**src/rtl/cam_pkg.sv**
```systemverilog
// rtl/cam_pkg.sv - shared frame-buffer state type, sizes and address packing
package cam_pkg;

    typedef enum logic [1:0] {
        IDLE,
        SYNC,
        CAPTURE,
        SKIP
    } cam_state_t;

    localparam int FB_W  = 160;
    localparam int FB_H  = 120;
    localparam int FB_AW = 15;

    // Shared with the VGA read side so both agree on the RAM layout.
    function automatic logic [FB_AW-1:0] fb_addr(input logic [7:0] x, input logic [6:0] y);
        return {x, y};
    endfunction

endpackage

```
**src/rtl/cam_capture_if.sv**
```systemverilog
// rtl/cam_capture_if.sv - camera byte bus plus frame-RAM write port
interface cam_capture_if;
    import cam_pkg::*;

    logic             href;
    logic             vref;
    logic [7:0]       digital;
    logic             capture;
    logic [15:0]      pixel;
    logic [FB_AW-1:0] wraddr;
    logic             wren;
    logic             frame_done;
    logic             busy;

    modport master (
        output href, vref, digital, capture,
        input  pixel, wraddr, wren, frame_done, busy
    );

    modport slave (
        input  href, vref, digital, capture,
        output pixel, wraddr, wren, frame_done, busy
    );

endinterface

```
**src/rtl/cam_byte_pair.sv**
```systemverilog
// rtl/cam_byte_pair.sv - pairs consecutive camera bytes into 16-bit pixels
module cam_byte_pair (
    input  logic        clk,
    input  logic        reset_n,
    input  logic        href,
    input  logic [7:0]  digital,
    output logic        pix_valid,
    output logic [15:0] pix_data
);

    logic       phase;
    logic [7:0] hi_byte;

    always_ff @(posedge clk or negedge reset_n) begin
        if (!reset_n) begin
            phase   <= 1'b0;
            hi_byte <= '0;
        end else begin
            phase <= href ? ~phase : 1'b0;
            if (href && !phase) begin
                hi_byte <= digital;
            end
        end
    end

    // Valid in the cycle the second byte is on the bus; the caller registers it.
    assign pix_valid = href & phase;
    assign pix_data  = {hi_byte, digital};

endmodule

```
**src/rtl/cam_capture.sv**
```systemverilog
// rtl/cam_capture.sv - frame sync, pixel counting and 4x decimation into the frame RAM
module cam_capture
    import cam_pkg::*;
#(
    parameter int SRC_W  = 640,
    parameter int SRC_H  = 480,
    parameter int DEC_SH = 2
) (
    input  logic      clk,
    input  logic      reset_n,
    cam_capture_if.slave bus
);

    localparam logic [9:0] COL_END = 10'(SRC_W);
    localparam logic [8:0] ROW_END = 9'(SRC_H);

    cam_state_t       state;
    logic             line_act;
    logic             line_d;
    logic             vref_d;
    logic             line_fall;
    logic             vref_fall;
    logic [9:0]       col;
    logic [8:0]       row;
    logic             pix_valid;
    logic [15:0]      pix_data;
    logic             keep;
    logic [7:0]       x_pos;
    logic [6:0]       y_pos;
    logic [15:0]      pixel_q;
    logic [FB_AW-1:0] wraddr_q;
    logic             wren_q;
    logic             frame_done_q;
    logic             busy_q;

    // vref overrides href: a line is only live while the frame sync is low.
    assign line_act  = bus.href & ~bus.vref;
    assign line_fall = line_d & ~line_act;
    assign vref_fall = vref_d & ~bus.vref;

    cam_byte_pair u_pair (
        .clk       (clk),
        .reset_n   (reset_n),
        .href      (line_act),
        .digital   (bus.digital),
        .pix_valid (pix_valid),
        .pix_data  (pix_data)
    );

    assign x_pos = 8'(col >> DEC_SH);
    assign y_pos = 7'(row >> DEC_SH);

    assign keep = pix_valid && (state == CAPTURE)
               && (col[DEC_SH-1:0] == '0) && (row[DEC_SH-1:0] == '0)
               && (col < COL_END) && (row < ROW_END);

    always_ff @(posedge clk or negedge reset_n) begin
        if (!reset_n) begin
            line_d <= 1'b0;
            vref_d <= 1'b0;
            col    <= '0;
            row    <= '0;
        end else begin
            line_d <= line_act;
            vref_d <= bus.vref;
            if (line_fall) begin
                col <= '0;
            end else if (pix_valid && col < COL_END) begin
                col <= col + 10'd1;
            end
            if (bus.vref) begin
                row <= '0;
            end else if (line_fall && row < ROW_END) begin
                row <= row + 9'd1;
            end
        end
    end

    always_ff @(posedge clk or negedge reset_n) begin
        if (!reset_n) begin
            state        <= IDLE;
            pixel_q      <= '0;
            wraddr_q     <= '0;
            wren_q       <= 1'b0;
            frame_done_q <= 1'b0;
            busy_q       <= 1'b0;
        end else begin
            wren_q       <= keep;
            frame_done_q <= 1'b0;
            busy_q       <= (state == CAPTURE);
            if (keep) begin
                pixel_q  <= pix_data;
                wraddr_q <= fb_addr(x_pos, y_pos);
            end
            case (state)
                IDLE:    if (bus.vref) state <= SYNC;
                SYNC:    if (vref_fall) state <= bus.capture ? CAPTURE : SKIP;
                CAPTURE: if (bus.vref) begin
                             state        <= SYNC;
                             frame_done_q <= 1'b1;
                         end
                SKIP:    if (bus.vref) state <= SYNC;
                default: state <= IDLE;
            endcase
        end
    end

    assign bus.pixel      = pixel_q;
    assign bus.wraddr     = wraddr_q;
    assign bus.wren       = wren_q;
    assign bus.frame_done = frame_done_q;
    assign bus.busy       = busy_q;

endmodule

```
**src/flat_wrapper.sv**
```systemverilog
// flat-port wrapper written by rule: the top's interface ports become plain ports
module cam_capture_flat import cam_pkg::*;
#(
    parameter int SRC_W  = 640,
    parameter int SRC_H  = 480,
    parameter int DEC_SH = 2
)
  (clk, reset_n, bus_href, bus_vref, bus_digital, bus_capture, bus_pixel, bus_wraddr, bus_wren, bus_frame_done, bus_busy);
  cam_capture_if bus_i ();
  input  logic clk;
  input  logic reset_n;
  input wire logic [$bits(bus_i.href)-1:0] bus_href;
  input wire logic [$bits(bus_i.vref)-1:0] bus_vref;
  input wire logic [$bits(bus_i.digital)-1:0] bus_digital;
  input wire logic [$bits(bus_i.capture)-1:0] bus_capture;
  output wire logic [$bits(bus_i.pixel)-1:0] bus_pixel;
  output wire logic [$bits(bus_i.wraddr)-1:0] bus_wraddr;
  output wire logic [$bits(bus_i.wren)-1:0] bus_wren;
  output wire logic [$bits(bus_i.frame_done)-1:0] bus_frame_done;
  output wire logic [$bits(bus_i.busy)-1:0] bus_busy;
  assign bus_i.href = bus_href;
  assign bus_i.vref = bus_vref;
  assign bus_i.digital = bus_digital;
  assign bus_i.capture = bus_capture;
  assign bus_pixel = bus_i.pixel;
  assign bus_wraddr = bus_i.wraddr;
  assign bus_wren = bus_i.wren;
  assign bus_frame_done = bus_i.frame_done;
  assign bus_busy = bus_i.busy;
  cam_capture #(.SRC_W(SRC_W), .SRC_H(SRC_H), .DEC_SH(DEC_SH)) u_core (.clk(clk), .reset_n(reset_n), .bus(bus_i));
endmodule
```
**config.mk**
```make
export PLATFORM = sky130hd
export DESIGN_NAME = cam_capture_flat
export DESIGN_NICKNAME = d
export VERILOG_FILES = /design/src/rtl/cam_pkg.sv /design/src/rtl/cam_capture_if.sv /design/src/rtl/cam_byte_pair.sv /design/src/rtl/cam_capture.sv /design/src/flat_wrapper.sv
export SDC_FILE = /design/constraint.sdc
export NUM_CORES = 1
export LEC_CHECK = 0
export ABC_CLOCK_PERIOD_IN_PS = 4400
export BUFFER_PORTS_ARGS = -buffer_cell sky130_fd_sc_hd__buf_2
export CAP_MARGIN = 20
export CELL_PAD_IN_SITES_DETAIL_PLACEMENT = 2
export CELL_PAD_IN_SITES_GLOBAL_PLACEMENT = 2
export CORE_ASPECT_RATIO = 0.9
export CORE_MARGIN = 2
export CORE_UTILIZATION = 41
export DETAILED_ROUTE_END_ITERATION = 12
export PLACE_DENSITY_LB_ADDON = 0.08
export SLEW_MARGIN = 5
export SYNTH_ARGS = -nofsm -noshare
export SYNTH_HDL_FRONTEND = slang
export SYNTH_SLANG_ARGS = --single-unit
```
**constraint.sdc**
```tcl
create_clock -name clk -period 4.4 [get_ports clk]
set_input_delay 0.44 -clock clk [delete_from_list [all_inputs] [get_ports clk]]
set_output_delay 0.44 -clock clk [all_outputs]
set_load 0.02 [all_outputs]
```
==> run metrics <==
library cells used by synthesis=37; fin cells=354; kind of launch point of the worst setup path=flop; Die H=83.3 µm; outcome=finished clean; Max-cap violations=0; cell total after placement=337; post-DP HPWL=4180 µm; input/output buffers=46; worst-case register-to-register setup slack=2070 ps; initial drt markers=34; post-CTS setup buffer count=0; DR vias/cell=5.08; standard-cell rows=28; total global routing overflow=0; TritonCTS clock tree=yes; number of pins with negative max-slew slack in the final report=0; library cell appearing most often on the critical path=sky130_fd_sc_hd__nand4_1; clock root buffer=sky130_fd_sc_hd__clkbuf_8; synthesis-stage register bit count=66; number of clock sinks=66; achievable frequency=429 MHz; highest ir drop seen on vdd=0.266 mV; routed wire length=6090 µm; final instance area=0.00342 mm²; layout-stage area growth over the synthesis result=19.4%; Post-CTS Resized=0; Vias=1,798; number of buffers added to fix hold violations after cts=0; post-placement worst setup slack=1820 ps; post-detailed-route DRC marker count=0; class of the tightest hold or removal check=in -> async; main flop type after synthesis=sky130_fd_sc_hd__dfrtp_1; worst hold margin=90.0 ps; fraction of layout instances using a drive strength above 1=0.405; Post-synth EDFFs=0; power per cell area=399 mW/mm²; CP endpoint kind=flop; worst-path cell with the longest stage delay=sky130_fd_sc_hd__or2_2; setup repair after global routing missed its margin=no; leakage power figure=0.00178 µW; part of the cycle the worst path needs=0.529; initial antenna violation count=0; count of antenna diodes in the layout=0; Yosys warnings=0; top cell type's share of synthesized area=0.577; largest area contributor in the synthesized netlist=sky130_fd_sc_hd__dfrtp_1; htree depth=3; number of filler cells placed in the layout=669; via count of the first global-routing pass=1,981; detailed-router iteration count before antenna repair=3; top-count cell post-synth=sky130_fd_sc_hd__dfrtp_1; class of the most critical setup path=reg -> reg; placer congestion estimate=0.704; number of antenna-violating nets in the routed design=0; Crit Path Max Fanout=32; crit-path max cell delay=840 ps; instance area at placement=0.00315 mm²; IO Count=47; dominant cells by area after synthesis=sky130_fd_sc_hd__dfrtp_1 (58%), sky130_fd_sc_hd__mux2_4 (15%), sky130_fd_sc_hd__mux2_2 (3.9%); arrival time worst endpoint=2550 ps; share of synthesized area occupied by flip-flops and latches=0.577; Mean Syn Cell Area=13.8 µm²; share of synthesized registers carrying an async set or reset=1.00; slew at the pin closest to its max-slew limit=1070 ps; Hold Vio Cnt, Final=0; clock-pin transition on the worst setup and hold timing paths=70 ps; overall global routing resource usage=0.176; fin crit period=2330 ps; Horiz. Die Dim=92.1 µm; most common library cells after synthesis=sky130_fd_sc_hd__dfrtp_1 (66), sky130_fd_sc_hd__mux2_4 (29), sky130_fd_sc_hd__nor2_1 (13), sky130_fd_sc_hd__mux2_2 (10); final setup TNS=0 ps; Synth Net Count=224; Net count, final=276; clock buffers created by TritonCTS=9; area of the core=0.00666 mm²; cells traversed along the worst timing path=nand4_1 > nand4_1 > or2_2 > mux2_2; initial core utilization=0.430; Cell Area, Synth=0.00286 mm²; maximum count of clock buffers along a single path=2; global-route wire length before repair=10,600 µm; final setup violation count=0; clock skew after layout=7.22 ps; later-pin clock latency in the skew report=340 ps; Final Worst Setup Slack=2070 ps; Post-Syn Instances=207; worst relative slew slack=0.285; data required time at the worst endpoint=4620 ps; average detailed-routed wire length per instance=17.2 µm; maximum number of pins on one net before global-route repair=47; Die Area=0.00767 mm²
==> cell usage in the layout (no fill, tap or decap), types with 5 or more instances in the layout <==
cell                       netlist  final
sky130_fd_sc_hd__mux2_2         10     10
sky130_fd_sc_hd__nand3_1         7      7
sky130_fd_sc_hd__nand4_1         6      6
sky130_fd_sc_hd__inv_1           5      5
sky130_fd_sc_hd__nand2_1         7      7
sky130_fd_sc_hd__dfrtp_1        66     66
sky130_fd_sc_hd__nor2_1         13     13
sky130_fd_sc_hd__buf_2           0     46
sky130_fd_sc_hd__mux2_4         29     29
sky130_fd_sc_hd__clkbuf_8        0      9
==> cells by family (layout without fill, tap and decap cells) <==
kind of cell               count (synthesis)  in the layout  synth area share
AOI/OAI and AO/OA                         17             17            0.0376
and+or+nand+nor                           58             58             0.115
xor gates and xnor gates                   8              8            0.0245
buffers and inverters                     13             70            0.0306
DFF                                       66             66             0.577
adders and majority gates                  4              4            0.0175
muxes                                     41             41             0.198
==> layer usage <==
metal,routed length (µm),part of all wire,up-vias,track usage
li1,-,-,837,-
met1,2820,0.46,924,0.237
met2,2960,0.49,34,0.279
met3,259,0.043,3,0.0563
met4,51,0.0084,0,0.0407
met5,0,0,-,0
==> worst paths after layout <==
| check | from | to | cells after the start |
|---|---|---|---|
| max in group asynchronous | reset_n | u_core.row[5] | 2 |
| min reg2reg | u_core.state[0] | u_core.bus.busy | 1 |
| max | u_core.row[5] | u_core.bus.wraddr[7] | 4 |
| max reg2reg | u_core.row[5] | u_core.bus.wraddr[7] | 4 |
| min in group clk | bus_digital[3] | u_core.bus.pixel[3] | 2 |
| min | reset_n | u_core.bus.wraddr[5] | 1 |
==> sequential cells by signal, summed over array words and instances, names as in the netlist <==
name / flops
u_core.u_pair.hi_byte: 8
u_core.state: 2
u_core.u_pair.phase: 1
u_core.bus.wren: 1
u_core.line_d: 1
u_core.col: 10
u_core.bus.busy: 1
u_core.vref_d: 1
u_core.bus.pixel: 16
u_core.bus.wraddr: 15
u_core.row: 9
u_core.bus.frame_done: 1
==> final cells by class <==
class | instances | area [µm²] | area share
flip-flops and latches | 66 | 1650 | 0.483
multi-input cells | 128 | 1120 | 0.329
repair buffers | 48 | 265 | 0.0776
clock buffers | 10 | 128 | 0.0373
clock inverters | 6 | 115 | 0.0337
well taps | 90 | 113 | 0.0329
inverters | 6 | 23.8 | 0.00695
==> stage by stage <==
stage	power [µW]	util
floorplan	720	-
global placement	759	0.473
detailed placement	763	0.473
CTS	1390	0.510
global route	1430	0.514
finish	1360	0.514
==> power by group <==
group          internal, µW  switching [µW]
combinational          44.8            53.8
clock                   378             234
sequential              635            18.6
total                  1060             306
==> worst max-delay path, delay by kind of cell, from the launching register on <==
| family | cells | cell delay [ps] |
|---|---|---|
| flops | 1 | 450 |
| mux | 1 | 420 |
| simple gates | 3 | 1340 |
Note: power is estimated with default switching activity, not from simulation.
